`config.mk`:
```
export PLATFORM = sky130hd
export DESIGN_NAME = seq_bin_to_bcd_flat
export DESIGN_NICKNAME = d
export VERILOG_FILES = /design/src/rtl/seq_bin_to_bcd_if.sv /design/src/rtl/seq_bin_to_bcd.sv /design/src/flat_wrapper.sv
export SDC_FILE = /design/constraint.sdc
export NUM_CORES = 1
export LEC_CHECK = 0
export BUFFER_PORTS_ARGS = -buffer_cell sky130_fd_sc_hd__buf_2
export CAP_MARGIN = 20
export CORE_ASPECT_RATIO = 1.5
export CORE_MARGIN = 2
export CORE_UTILIZATION = 30
export CTS_BUF_LIST = sky130_fd_sc_hd__clkbuf_8
export CTS_CLUSTER_SIZE = 16
export DETAILED_ROUTE_END_ITERATION = 10
export SLEW_MARGIN = 10
export SYNTH_ARGS = -nofsm -noshare
export SYNTH_HDL_FRONTEND = slang
export SYNTH_SLANG_ARGS = --single-unit
```
`constraint.sdc`:
```
create_clock -name clk -period 1.8 [get_ports clk]
set_clock_uncertainty 0.2 [all_clocks]
set_input_delay 0.36 -clock clk [delete_from_list [all_inputs] [get_ports clk]]
set_output_delay 0.36 -clock clk [all_outputs]
set_load 0.01 [all_outputs]
```
`src/rtl/seq_bin_to_bcd_if.sv`:
```
// Handshake and result bus for the sequential binary-to-BCD converter.
interface seq_bin_to_bcd_if #(
    parameter int unsigned IN_W   = 10,
    parameter int unsigned DIGITS = 4
);
    logic                  start;
    logic [IN_W-1:0]       bin_in;
    logic                  ready;
    logic                  busy;
    logic                  done;
    logic [4*DIGITS-1:0]   bcd_out;
    logic                  overflow;

    // Requester side: issues start/bin_in and observes status and result
    modport master (
        output start,
        output bin_in,
        input  ready,
        input  busy,
        input  done,
        input  bcd_out,
        input  overflow
    );

    // Converter side
    modport slave (
        input  start,
        input  bin_in,
        output ready,
        output busy,
        output done,
        output bcd_out,
        output overflow
    );
endinterface

```
`src/rtl/seq_bin_to_bcd.sv`:
```
// Sequential double-dabble binary-to-BCD converter: one shift step per clock,
// start/busy/done handshake, sticky overflow when the value exceeds DIGITS digits.
module seq_bin_to_bcd #(
    parameter int unsigned IN_W   = 10,
    parameter int unsigned DIGITS = 4
) (
    input  logic               clk,
    input  logic               rst,
    seq_bin_to_bcd_if.slave    bus
);
    localparam int unsigned BCD_W = 4 * DIGITS;
    localparam int unsigned CNT_W = $clog2(IN_W + 1);

    typedef enum logic [0:0] {
        IDLE  = 1'b0,
        SHIFT = 1'b1
    } state_t;

    state_t             state_q;
    state_t             state_nxt;

    logic [IN_W-1:0]    shift_q;
    logic [BCD_W-1:0]   scratch_q;
    logic [CNT_W-1:0]   cnt_q;
    logic               sticky_q;

    logic [BCD_W-1:0]   adj;
    logic [BCD_W-1:0]   scratch_nxt;
    logic               carry;
    logic               last;

    logic               accept;
    logic               step;
    logic               finish;

    logic               ready_q;
    logic               busy_q;
    logic               done_q;
    logic [BCD_W-1:0]   bcd_q;
    logic               overflow_q;

    // Add-3 correction per digit, then the one-bit shift of {scratch, shift_reg}
    always_comb begin
        adj = scratch_q;
        for (int d = 0; d < int'(DIGITS); d++) begin
            adj[4*d +: 4] = (scratch_q[4*d +: 4] >= 4'd5) ? scratch_q[4*d +: 4] + 4'd3
                                                          : scratch_q[4*d +: 4];
        end
        scratch_nxt = {adj[BCD_W-2:0], shift_q[IN_W-1]};
        carry       = adj[BCD_W-1];
        last        = (cnt_q == CNT_W'(1));
    end

    // State register
    always_ff @(posedge clk) begin
        if (rst) begin
            state_q <= IDLE;
        end else begin
            state_q <= state_nxt;
        end
    end

    // Next-state logic
    always_comb begin
        state_nxt = state_q;
        case (state_q)
            IDLE:    if (bus.start) state_nxt = SHIFT;
            SHIFT:   if (last)      state_nxt = IDLE;
            default: state_nxt = IDLE;
        endcase
    end

    // FSM control strobes
    always_comb begin
        accept = 1'b0;
        step   = 1'b0;
        finish = 1'b0;
        case (state_q)
            IDLE:    accept = bus.start;
            SHIFT: begin
                step   = 1'b1;
                finish = last;
            end
            default: ;
        endcase
    end

    // Datapath and registered outputs
    always_ff @(posedge clk) begin
        if (rst) begin
            shift_q    <= '0;
            scratch_q  <= '0;
            cnt_q      <= '0;
            sticky_q   <= 1'b0;
            ready_q    <= 1'b1;
            busy_q     <= 1'b0;
            done_q     <= 1'b0;
            bcd_q      <= '0;
            overflow_q <= 1'b0;
        end else begin
            ready_q <= (state_nxt == IDLE);
            busy_q  <= (state_nxt == SHIFT);
            done_q  <= finish;
            if (accept) begin
                shift_q   <= bus.bin_in;
                scratch_q <= '0;
                sticky_q  <= 1'b0;
                cnt_q     <= CNT_W'(IN_W);
            end
            if (step) begin
                shift_q   <= shift_q << 1;
                scratch_q <= scratch_nxt;
                sticky_q  <= sticky_q | carry;
                cnt_q     <= cnt_q - CNT_W'(1);
            end
            if (finish) begin
                bcd_q      <= scratch_nxt;
                overflow_q <= sticky_q | carry;
            end
        end
    end

    assign bus.ready    = ready_q;
    assign bus.busy     = busy_q;
    assign bus.done     = done_q;
    assign bus.bcd_out  = bcd_q;
    assign bus.overflow = overflow_q;
endmodule

```
`src/flat_wrapper.sv`:
```
// flat-port wrapper written by rule: the top's interface ports become plain ports
module seq_bin_to_bcd_flat 
#(
    parameter int unsigned IN_W   = 10,
    parameter int unsigned DIGITS = 4
)
  (clk, rst, bus_start, bus_bin_in, bus_ready, bus_busy, bus_done, bus_bcd_out, bus_overflow);
  seq_bin_to_bcd_if #(.IN_W(IN_W), .DIGITS(DIGITS)) bus_i ();
  input  logic clk;
  input  logic rst;
  input wire logic [$bits(bus_i.start)-1:0] bus_start;
  input wire logic [$bits(bus_i.bin_in)-1:0] bus_bin_in;
  output wire logic [$bits(bus_i.ready)-1:0] bus_ready;
  output wire logic [$bits(bus_i.busy)-1:0] bus_busy;
  output wire logic [$bits(bus_i.done)-1:0] bus_done;
  output wire logic [$bits(bus_i.bcd_out)-1:0] bus_bcd_out;
  output wire logic [$bits(bus_i.overflow)-1:0] bus_overflow;
  assign bus_i.start = bus_start;
  assign bus_i.bin_in = bus_bin_in;
  assign bus_ready = bus_i.ready;
  assign bus_busy = bus_i.busy;
  assign bus_done = bus_i.done;
  assign bus_bcd_out = bus_i.bcd_out;
  assign bus_overflow = bus_i.overflow;
  seq_bin_to_bcd #(.IN_W(IN_W), .DIGITS(DIGITS)) u_core (.clk(clk), .rst(rst), .bus(bus_i));
endmodule
```
==> impl_summary.md, run 1 <==
Clock tree
The number of sinks on the clock net is 51. The clock-pin slew on the worst setup and hold paths is 0.09 ns. The cell at the root of the clock tree is sky130_fd_sc_hd__clkbuf_8.

TritonCTS built the clock tree. The worst-skew pair later-pin latency is 0.30 ns. The number of H-tree levels is 2. Buffers inserted to repair hold after CTS numbered 0. The number of buffers added by the clock tree synthesis step is 5.

The buffer levels on the longest clock path is 2. The number of gates resized after CTS was 0. The buffers inserted during post-CTS setup optimization is 0.

Drt
The initial detailed-routing violation count is 35. The post-detailed-route via-to-cell ratio is 4.61. For this run, the detailed router's first-pass iteration total came to 4. For this block, the routed nets add up to 4.64 mm of wire. For this run, design rule violations remaining after detail routing come to 0. The number of nets still failing antenna checks after routing is 0.

The routed layout has 1783 vias. In the final routed layout, each cell accounts on average for 12.0 um.

Cells and area
The area growth from synthesis to final layout is 17.3%. The share of cells above drive strength 1 is 26.7%. Summing all non-filler instances in the final layout gives an area of 2720 sq um. Cells fill 35.9% of the core in the end.

0 antenna diodes ended up in the layout. The count of nets after finishing is 307.

Setup path
The kind of end point of the critical path is a register. The setup path with the least slack is of type register to register. The largest fanout of any net on the critical path is 3. The required arrival time at the worst endpoint is 1.84 ns.

At the worst endpoint, the arrival time is 1.77 ns. The critical path goes through inv_1 -> ha_1 -> nand2b_1 -> a21oi_2 -> mux2_2 -> o21ai_1. Counting both buffers and inverters, the worst setup path holds a total of 1. The largest incremental delay on the critical path is 0.38 ns. The largest individual stage delay along the critical path comes from the cell sky130_fd_sc_hd__mux2_2. The category of the worst setup path launch point is a register.

The cell family with the largest share of critical-path delay is multiplexers.

Power and ir drop
Cell internal power was estimated by the tool at 1.65 mW. The total power divided by cell area is 792 nW/um^2. The total leakage power is 1.07 nW. The analysis attributes to net switching a power of 0.504 mW.

The part of the power in combinational logic is 8.4%. In this run, flip-flops and latches consume 54.6% of the power. IR analysis of the VDD net gives a maximum drop of 597 uV. The switching share of power is 23.5%.

The relative contribution of the clock network to total power is 37.0%.

Synthesis
The most common cell in the netlist is sky130_fd_sc_hd__dfxtp_1. The flip-flop and latch count after synthesis is 51. The distinct cell type count after synthesis is 36.

The commonest cells after synthesis are sky130_fd_sc_hd__dfxtp_1, sky130_fd_sc_hd__a21oi_1, sky130_fd_sc_hd__nor2_1. Yosys printed 0 warnings. The number of nets handed over by synthesis was 271. In the synthesized netlist the dominant register cell turns out to be sky130_fd_sc_hd__dfxtp_1. The average cell area after synthesis is 9.33 sq um. After synthesis, the cell types taking the most area are sky130_fd_sc_hd__dfxtp_1, sky130_fd_sc_hd__ha_1, sky130_fd_sc_hd__mux2i_1. After synthesis, flip-flops and latches occupy 44.1% of the total area.

The number of enable-type register cells in the synthesized netlist is 0. Synthesis handed over a netlist of 248 instances. In this run the cell area of the synthesized design comes to 2310 sq um. The post-synthesis cell type with the largest combined area is sky130_fd_sc_hd__dfxtp_1. The synthesized design devotes to its leading area cell type 44.1% of total area.

The share of async-settable or async-resettable flops after synthesis is 0%.

Global route
The first global-routing pass estimated 7.80 mm of wire. Entering global routing, the biggest net connects 19 pins. Summed over all layers, the global routing overflow is 0. The number of global-route vias before repair was 1729.

The initial antenna violation count was 0. Across every metal layer, demand over resource in global routing totals 11.7%.

Timing
The final count of pins violating max slew came to 0. Setup repair after global routing left no endpoint under its margin. Summed over all failing endpoints, the final setup total negative slack is 0 ns. The max-slew headroom at the worst pin is 77.7%. The worst path setup slack after routing is 0.0767 ns. The final hold violation count is 0.

The final clock period utilization by the worst path is 95.7%. The setup-violating endpoint count in the final report is 0. Across all hold checks on the routed design, the worst slack comes to 0.155 ns. Derived from the worst setup path, the maximum achievable clock frequency is 0.580 GHz. For the pin with the worst max-slew slack, the measured transition is 0.334 ns. After layout, the minimum clock period comes to 1.72 ns.

Placement
Summing all placed instances gives a cell area of 2590 sq um. The HPWL after detailed placement is 3.44 mm. Prior to clock tree synthesis, the placed netlist has a worst setup slack of 0.0851 ns.

The final weighted congestion of routability-driven global placement is 0.744. Port buffering added 32 buffers.

Die
The region available for standard cell placement spans 7560 sq um. The die span in y is 112 um. The die is 75.7 um wide. For this configuration, the core starts out at a cell density of 30.6%.

The top-level port count is 33. The floorplan has 39 rows. The full die area is 8450 sq um.

Min path
The worst hold path class is input port to register.

Outcome
The run finished with clean final reports.

Job
Across the run, the number of max-cap violations was 0.
-- metal layers --
metal	share of wire [%]	track usage, %
met3	5.8	3.98
met2	49	19.2
met5	0	0
met1	44	14.2
met4	1.2	3.16
-- power groups by stage --
stage	Combinational (mW)	Clock [mW]	Sequential [mW]
2_1_floorplan	0.134	0	1.20
3_3_place_gp	0.181	0	1.20
3_5_place_dp	0.183	0	1.20
4_1_cts	0.184	0.828	1.17
5_1_grt	0.203	0.868	1.18
6_report	0.180	0.796	1.17
-- through the flow --
step / cells / power, mW
after floorplan: 248 / 1.33
after global placement: 379 / 1.38
after global routing: 387 / 2.25
after detailed placement: 379 / 1.38
final: 387 / 2.15
after CTS: 387 / 2.19
-- worst register-to-register path, cell delays in order, from the launching register on --
cell                       delay (ns)
sky130_fd_sc_hd__dfxtp_1         0.37
sky130_fd_sc_hd__inv_1           0.08
sky130_fd_sc_hd__ha_1            0.17
sky130_fd_sc_hd__nand2b_1        0.16
sky130_fd_sc_hd__a21oi_2         0.19
sky130_fd_sc_hd__mux2_2          0.38
sky130_fd_sc_hd__o21ai_1         0.11
-- layout make-up --
class / instances / area (sq um)
multi-input combinational: 171 / 1170
tap: 102 / 128
fill: 793 / 4850
inverter: 13 / 48.8
timing repair buffer: 42 / 235
sequential: 51 / 1020
clock buffer: 5 / 68.8
clock inverter: 3 / 43.8
-- worst paths after layout --
check                                        end                                start  cells past startpoint  slack [ns]
min               u_core.shift_q[0]$_SDFFE_PP0N_                        bus_bin_in[0]                      3        0.15
max reg2reg   u_core.bus.bcd_out[6]$_SDFFE_PP0P_     u_core.scratch_q[5]$_SDFFE_PP0P_                      6        0.08
max           u_core.bus.bcd_out[6]$_SDFFE_PP0P_     u_core.scratch_q[5]$_SDFFE_PP0P_                      6        0.08
min reg2reg  u_core.bus.bcd_out[10]$_SDFFE_PP0P_  u_core.bus.bcd_out[10]$_SDFFE_PP0P_                      2        0.25
-- kinds of logic after synthesis --
| family | synth area share (%) |
|---|---|
| xor gates and xnor gates | 1.51 |
| AOI/OAI and AO/OA | 19.8 |
| muxes | 7.14 |
| adders and majority gates | 5.41 |
| and+or+nand+nor | 16.2 |
| DFF | 44.1 |
| buffers and inverters | 5.78 |
-- registers in the layout, indices dropped and copies added (netlist names) --
signal / count
u_core.bus.bcd_out: 16
u_core.bus.done: 1
u_core.bus.overflow: 1
u_core.scratch_q: 16
u_core.shift_q: 10
u_core.cnt_q: 4
u_core.bus.busy: 1
u_core.bus.ready: 1
u_core.sticky_q: 1
-- cell usage in the layout, fill, tap and decap left out, types with 2 or more instances in the layout --
cell type                   n
sky130_fd_sc_hd__inv_1     12
sky130_fd_sc_hd__nand2b_1   4
sky130_fd_sc_hd__dfxtp_2    2
sky130_fd_sc_hd__a21oi_4    2
sky130_fd_sc_hd__dfxtp_1   49
sky130_fd_sc_hd__nor3b_1   12
sky130_fd_sc_hd__nor2_1    21
sky130_fd_sc_hd__xnor2_1    4
sky130_fd_sc_hd__ha_1       7
sky130_fd_sc_hd__o21ai_0   12
sky130_fd_sc_hd__nand2_1   17
sky130_fd_sc_hd__nand3_1    4
sky130_fd_sc_hd__a21oi_1   23
sky130_fd_sc_hd__buf_2     32
sky130_fd_sc_hd__buf_4     10
sky130_fd_sc_hd__ha_2       3
sky130_fd_sc_hd__mux2i_1   12
sky130_fd_sc_hd__o21ai_2    5
sky130_fd_sc_hd__nor3_1     4
sky130_fd_sc_hd__mux2_2     4
sky130_fd_sc_hd__a211oi_1   2
sky130_fd_sc_hd__clkbuf_8   5
sky130_fd_sc_hd__o21ai_1   11
sky130_fd_sc_hd__a21oi_2    3
sky130_fd_sc_hd__a22o_1    11
No activity file was read; power rests on OpenSTA's default activity.
==> run 2, diff against run 1 <==
- CORE_ASPECT_RATIO: 1.5 -> 0.7
- CORE_UTILIZATION: 30 -> 35
==> impl_summary.md, run 2 (same netlist as run 1, synthesis figures left out) <==
Timing
For the pin with the worst max-slew slack, the measured transition is 0.332 ns. The setup-violating endpoint count in the final report is 0. The post-route minimum period is 1.71 ns. The final count of pins violating max slew was 0. The worst path setup slack after routing is 0.0943 ns. The maximum clock rate is 0.586 GHz. The max-slew headroom at the worst pin is 77.8%.

The final hold violation count is 0. The final clock period utilization by the worst path is 94.8%.

Cells and area
The share of cells above drive strength 1 is 27.1%. The count of antenna diodes in the layout is 0. Excluding fillers, the count of instances in the completed layout stands at 362. From synthesis to final layout, the design area changed by 15.9%. The area of all placed cells without fillers is 2680 sq um. Leaving out fill and tap cells, the most frequent cells in the layout are sky130_fd_sc_hd__dfxtp_1, sky130_fd_sc_hd__buf_2, sky130_fd_sc_hd__a21oi_1. The count of nets after finishing is 306. The most common library cell in the layout ignoring fill and taps is sky130_fd_sc_hd__dfxtp_1.

Job
The number of max-cap violations is 0.

Setup path
STA classifies the critical path startpoint as a register. For the worst setup path, the data required time is 1.84 ns. Along the worst path, the maximum fanout reaches 3.

The kind of end point of the critical path is a register. The critical path start-end classification is register to register. The critical path data arrival time is 1.74 ns.

Die
The area of the core is 6310 sq um. The full die area is 7290 sq um. The die span in y is 72.0 um.

The count of standard-cell rows is 24. The horizontal die dimension is 101 um. The top-level port count is 33. The starting utilization of the core area is 36.7%.

Power and ir drop
Power spread over the standard cell area amounts to 739 nW/um^2. The total power draw is 1.98 mW. In this run the static leakage power is 1.07 nW. The peak supply drop is 368 uV.

Global route
The global router's overall resource usage is 14.0%. The first-pass GRT wire length is 8.01 mm. The number of global-route vias before repair was 1658. Entering global routing, the biggest net connects 28 pins.

The total congestion overflow is 0. The initial antenna violation count was 0.

Drt
The mean routed wirelength per cell is 13.0 um. For this block, the routed nets add up to 4.69 mm of wire. The number of nets still failing antenna checks after routing is 0. The post-detailed-route via-to-cell ratio is 4.93. For this run, the detailed router's first-pass iteration total came to 4. After detailed routing, the number of remaining DRC violations is 0. The total via count after detailed routing is 1783. After the first detailed-routing iteration, the DRC count stood at 59.

Placement
The sum of net half-perimeters after detailed placement is 3.28 mm. The number of cells in the design after placement is 354. At the end of routability-driven placement, the weighted congestion stood at 0.851. Timing analysis after detailed placement gives a worst setup slack of 0.0810 ns. Summing all placed instances gives a cell area of 2570 sq um. The number of port buffers is 32.

Clock tree
Counting the buffers created by CTS gives 5. The worst-skew pair later-pin latency is 0.31 ns. The clock passes through at most 2 buffers. In this run, post-CTS hold repair placed 0 buffers. The buffers inserted during post-CTS setup optimization is 0. The H-tree was split into 2 levels. The quantity of gates resized following cts is 0. The number of sinks on the clock net is 51. TritonCTS built the clock tree. CTS placed an instance of sky130_fd_sc_hd__clkbuf_8 at the clock tree root. The clock-pin slew on the worst setup and hold paths is 0.09 ns.

Min path
The min-delay analysis places its worst path in the category input port to register.

Outcome
The run finished with clean final reports.
-- run 2: cell types whose count changed in the layout (fill, tap and decap cells not counted), sizes merged --
cell    delta
bufinv     -1
clkinv     -1
inv        +2
buf        -1
-- run 2: layer usage --
| metal | global-route usage, % | share of wire [%] |
|---|---|---|
| met5 | 0 | 0 |
| met2 | 20.8 | 43 |
| met3 | 3.18 | 4.2 |
| met1 | 19.5 | 50 |
| met4 | 6.31 | 1.8 |
-- run 2: final timing paths --
kind / start / endpoint / slack, ns / cells past startpoint
max: u_core.scratch_q[9]$_SDFFE_PP0P_ / u_core.scratch_q[10]$_SDFFE_PP0P_ / 0.09 / 6
min: bus_bin_in[0] / u_core.shift_q[0]$_SDFFE_PP0N_ / 0.14 / 3
max reg2reg: u_core.scratch_q[9]$_SDFFE_PP0P_ / u_core.scratch_q[10]$_SDFFE_PP0P_ / 0.09 / 6
min reg2reg: u_core.bus.bcd_out[7]$_SDFFE_PP0P_ / u_core.bus.bcd_out[7]$_SDFFE_PP0P_ / 0.24 / 2
-- run 2: through the flow --
step / hold slack, ns / setup TNS (ns) / util (%)
2_1_floorplan: 0.254 / 0 / -
3_3_place_gp: 0.235 / 0 / 40.7
3_5_place_dp: 0.236 / 0 / 40.7
4_1_cts: 0.135 / 0 / 42.0
5_1_grt: 0.149 / -0.00345 / 42.5
6_report: 0.138 / 0 / 42.5
-- run 2: cell type report --
type | count | area (sq um)
Clock inverter | 3 | 12.5
Timing Repair Buffer | 41 | 240
Multi-Input combinational cell | 171 | 1190
Tap cell | 78 | 97.6
Clock buffer | 5 | 68.8
Sequential cell | 51 | 1030
Inverter | 13 | 48.8
Fill cell | 636 | 3620
-- run 2: where the power goes --
| group | total [mW] | switching, mW | internal [mW] | leakage (nW) |
|---|---|---|---|---|
| logic | 0.180 | 0.104 | 0.0768 | 0.601 |
| registers | 1.17 | 0.0190 | 1.15 | 0.416 |
| clock network | 0.629 | 0.366 | 0.262 | 0.0505 |
-- run 2: critical path, cell delays in order (launching register included) --
cell and delay (ns):
sky130_fd_sc_hd__dfxtp_2 0.35, sky130_fd_sc_hd__inv_1 0.09, sky130_fd_sc_hd__ha_1 0.18, sky130_fd_sc_hd__nand2b_1 0.16
sky130_fd_sc_hd__a21oi_2 0.21, sky130_fd_sc_hd__mux2_4 0.34, sky130_fd_sc_hd__o21ai_1 0.11
==> run 3, diff against run 2 <==
- ABC_AREA: default -> 1
- CORE_ASPECT_RATIO: 0.7 -> 0.6
==> impl_summary.md, run 3 <==
Outcome
The flow ran to the end, and the final reports show no timing, DRC or antenna violations.

Synthesis
The cell area that synthesis handed to floorplanning was 2320 sq um. Among all cell types in the netlist, the one instantiated most often is sky130_fd_sc_hd__nand2_1. The post-synthesis instance total is 330.

By count the netlist is led by sky130_fd_sc_hd__nand2_1, sky130_fd_sc_hd__dfxtp_1, sky130_fd_sc_hd__nand3_1. The distinct cell type count after synthesis is 24. The average cell area after synthesis is 7.03 sq um. The share of async-settable or async-resettable flops after synthesis is 0%. Sorting the synthesized cells by area gives the leading types as sky130_fd_sc_hd__dfxtp_1, sky130_fd_sc_hd__nand2_1, sky130_fd_sc_hd__nand3_1. The fraction of the yosys area taken by sequential cells is 44.0%.

The number of nets handed over by synthesis was 353. For this run, the number of Yosys warnings is 0. The top flip-flop cell by instance count after synthesis is sky130_fd_sc_hd__dfxtp_1. Of all cell types, the one taking the most synthesized area is sky130_fd_sc_hd__dfxtp_1. The top cell type's share of synthesized area is 44.0%. Synthesis inferred 51 register bits.

In this run, synthesis inferred 0 flip-flops with an integrated enable.

Die
After floorplanning, the core was sized to cover 6250 sq um. The die covers 7320 sq um. The die span in y is 67.1 um. The floorplan has 22 rows. The top-level port count is 33. The horizontal die dimension is 109 um. For this configuration, the core starts out at a cell density of 37.1%.

Clock tree
The H-tree was split into 2 levels. The cell at the root of the clock tree is sky130_fd_sc_hd__clkbuf_8. The clock reaches the later pin of the worst-skew pair after 0.31 ns. The number of buffers added by the clock tree synthesis step is 5. The number of sinks on the clock net is 51. The buffer levels on the longest clock path is 2. After clock tree synthesis, the clock-pin slew on the worst setup and hold paths is 0.09 ns. The number of hold buffers added after CTS was 0. TritonCTS built the clock tree.

Cells and area
The total area of sequential cells is 1020 sq um. The core utilization of the finished layout is 43.2%. The count of nets after finishing is 387. Cells with a size suffix above 1 make up 14.8% of the layout. Leaving out fill and tap cells, the most frequent cell in the layout is sky130_fd_sc_hd__nand2_1. The number of antenna diodes in the final layout is 0. Compared with the post-synthesis result, the final layout area differs by 16.3%. The count of fill cells added during filler insertion is 642.

Summing all multi-input logic gate instances after layout gives 1110 sq um. Once layout is done, the placed cells without fillers occupy 2700 sq um. In the layout the commonest cells are sky130_fd_sc_hd__nand2_1, sky130_fd_sc_hd__dfxtp_1, sky130_fd_sc_hd__nand3_1.

Setup path
Of all nets on the critical path, the largest fanout is 30. For the worst setup path, the data required time is 1.24 ns. The minimum setup slack among reg-to-reg paths is 0.15 ns.

The kind of end point of the critical path is an output pin. For the worst setup path, the data arrival time is 1.11 ns. STA classifies the critical path startpoint as a register. The startpoint of the worst-slack reg-to-reg timing path is u_core.scratch_q[0]$_SDFFE_PP0P_. Counting cells, the worst reg-to-reg path comes to 6. The endpoint identified for the worst register-to-register timing path is u_core.scratch_q[3]$_SDFFE_PP0P_.

The worst setup path is of the register to output pin kind.

Global route
The initial antenna violation count was 0. Global routing finished with a remaining overflow of 0. The number of global-route vias before repair was 1970. The pin count of the biggest net entering global routing is 31. The first global-routing pass estimated 8.80 mm of wire.

The global router's overall resource usage is 15.4%.

Drt
For this run, design rule violations remaining after detail routing come to 0. The first routing iteration left 73 violations. The post-detailed-route via-to-cell ratio is 4.63.

Detailed routing inserted a total of 2079 vias. The number of nets still failing antenna checks after routing is 0. The total wire length is 4.91 mm. Dividing the detail-routed wire length by the instance count gives 10.9 um.

For this run, the detailed router's first-pass iteration total came to 4.

Min path
The worst hold path class is input port to register. The count of cells along the worst hold path is 5. The path with the worst hold slack has its endpoint at u_core.shift_q[4]$_SDFFE_PP0P_. The worst hold path begins at bus_bin_in[4].

Power and ir drop
The peak supply drop is 322 uV. The total power divided by cell area is 791 nW/um^2. The analysis attributes to cell leakage a power of 1.32 nW.

Placement
The number of port buffers is 32. In this run the cell area measured after placement is 2580 sq um. Routability-driven placement finished with a final weighted congestion of 0.807. Summed over all nets, the half-perimeter wirelength after detailed placement is 3.39 mm.

Timing
Setup repair after global routing left no endpoint under its margin. Dividing the final minimum period by the clock period gives 93.0%. Setup violations remaining at the end of the flow were counted as 0.

The final count of pins violating max slew was 0. The maximum clock rate is 0.598 GHz. At the pin with the least slew margin, the transition time is 0.434 ns. The final hold violation count is 0. The post-route minimum period is 1.67 ns. Measured against its own limit, the worst slew margin works out to 71.0%.

In the final timing run, aggregate negative setup slack is 0 ns.

Job
Across the run, the number of max-cap violations was 0.
==> run 3: what timing repair did <==
action | CTS | global route
setup endpoints to repair | 0 | 3
setup buffers | 0 | 0
resized for setup | 0 | 2
==> run 3: cells by family (layout without fill, tap and decap cells) <==
logic type	Yosys count	in the layout	synth area share (%)
fa+ha+maj	10	10	5.39
flops	51	51	44.0
simple gates	180	180	32.5
buf+inv	47	82	8.30
compound gates	42	42	9.81
==> run 3: critical path: stages (launching register included) <==
cell and delay [ns]:
sky130_fd_sc_hd__dfxtp_1 0.37, sky130_fd_sc_hd__buf_6 0.26, sky130_fd_sc_hd__buf_2 0.18
==> run 3: area by class of cell <==
| class | instances | area share (%) |
|---|---|---|
| Clock buffer | 5 | 2.55 |
| Clock inverter | 3 | 1.62 |
| Timing Repair Buffer | 37 | 7.93 |
| Multi-Input combinational cell | 232 | 41.0 |
| Inverter | 37 | 5.15 |
| Sequential cell | 51 | 37.8 |
| Tap cell | 84 | 3.89 |
==> run 3: how the worst max path moves through the flow <==
stage / from / end / cells past startpoint
3_3_place_gp: u_core.scratch_q[12]$_SDFFE_PP0P_ / u_core.bus.overflow$_SDFFE_PP0P_ / 9
2_1_floorplan: u_core.scratch_q[0]$_SDFFE_PP0P_ / u_core.scratch_q[3]$_SDFFE_PP0P_ / 6
5_1_grt: u_core.scratch_q[0]$_SDFFE_PP0P_ / u_core.scratch_q[3]$_SDFFE_PP0P_ / 6
6_report: u_core.bus.busy$_SDFF_PP0_ / bus_busy / 2
4_1_cts: u_core.bus.busy$_SDFF_PP0_ / bus_busy / 2
3_5_place_dp: u_core.scratch_q[0]$_SDFFE_PP0P_ / u_core.scratch_q[4]$_SDFFE_PP0P_ / 7
==> run 3: stage by stage <==
| step | hold slack [ns] | std cells | worst slack (ns) | total power [mW] |
|---|---|---|---|---|
| final | 0.134 | 449 | 0.127 | 2.13 |
| after global routing | 0.164 | 449 | 0.0361 | 2.23 |
| after CTS | 0.124 | 449 | 0.0468 | 2.17 |
| after detailed placement | 0.230 | 441 | 0.171 | 1.36 |
| after global placement | 0.224 | 441 | 0.234 | 1.36 |
| after floorplan | 0.212 | 330 | 0.307 | 1.30 |
==> run 3: power by group <==
group / leakage, nW / switching [mW] / internal (mW)
sequential: 0.414 / 0.0141 / 1.15
combinational: 0.847 / 0.109 / 0.0582
clock: 0.0581 / 0.384 / 0.414
total: 1.32 / 0.508 / 1.63
==> run 3: routing by layer <==
metal	vias up	routed length (um)	GRT usage (%)	share of wire, %
met1	908	2580	20.2	53
li1	1127	-	-	-
met5	-	0	0	0
met2	41	2080	24.8	42
met3	3	215	3.52	4.4
met4	0	38	5.29	0.77
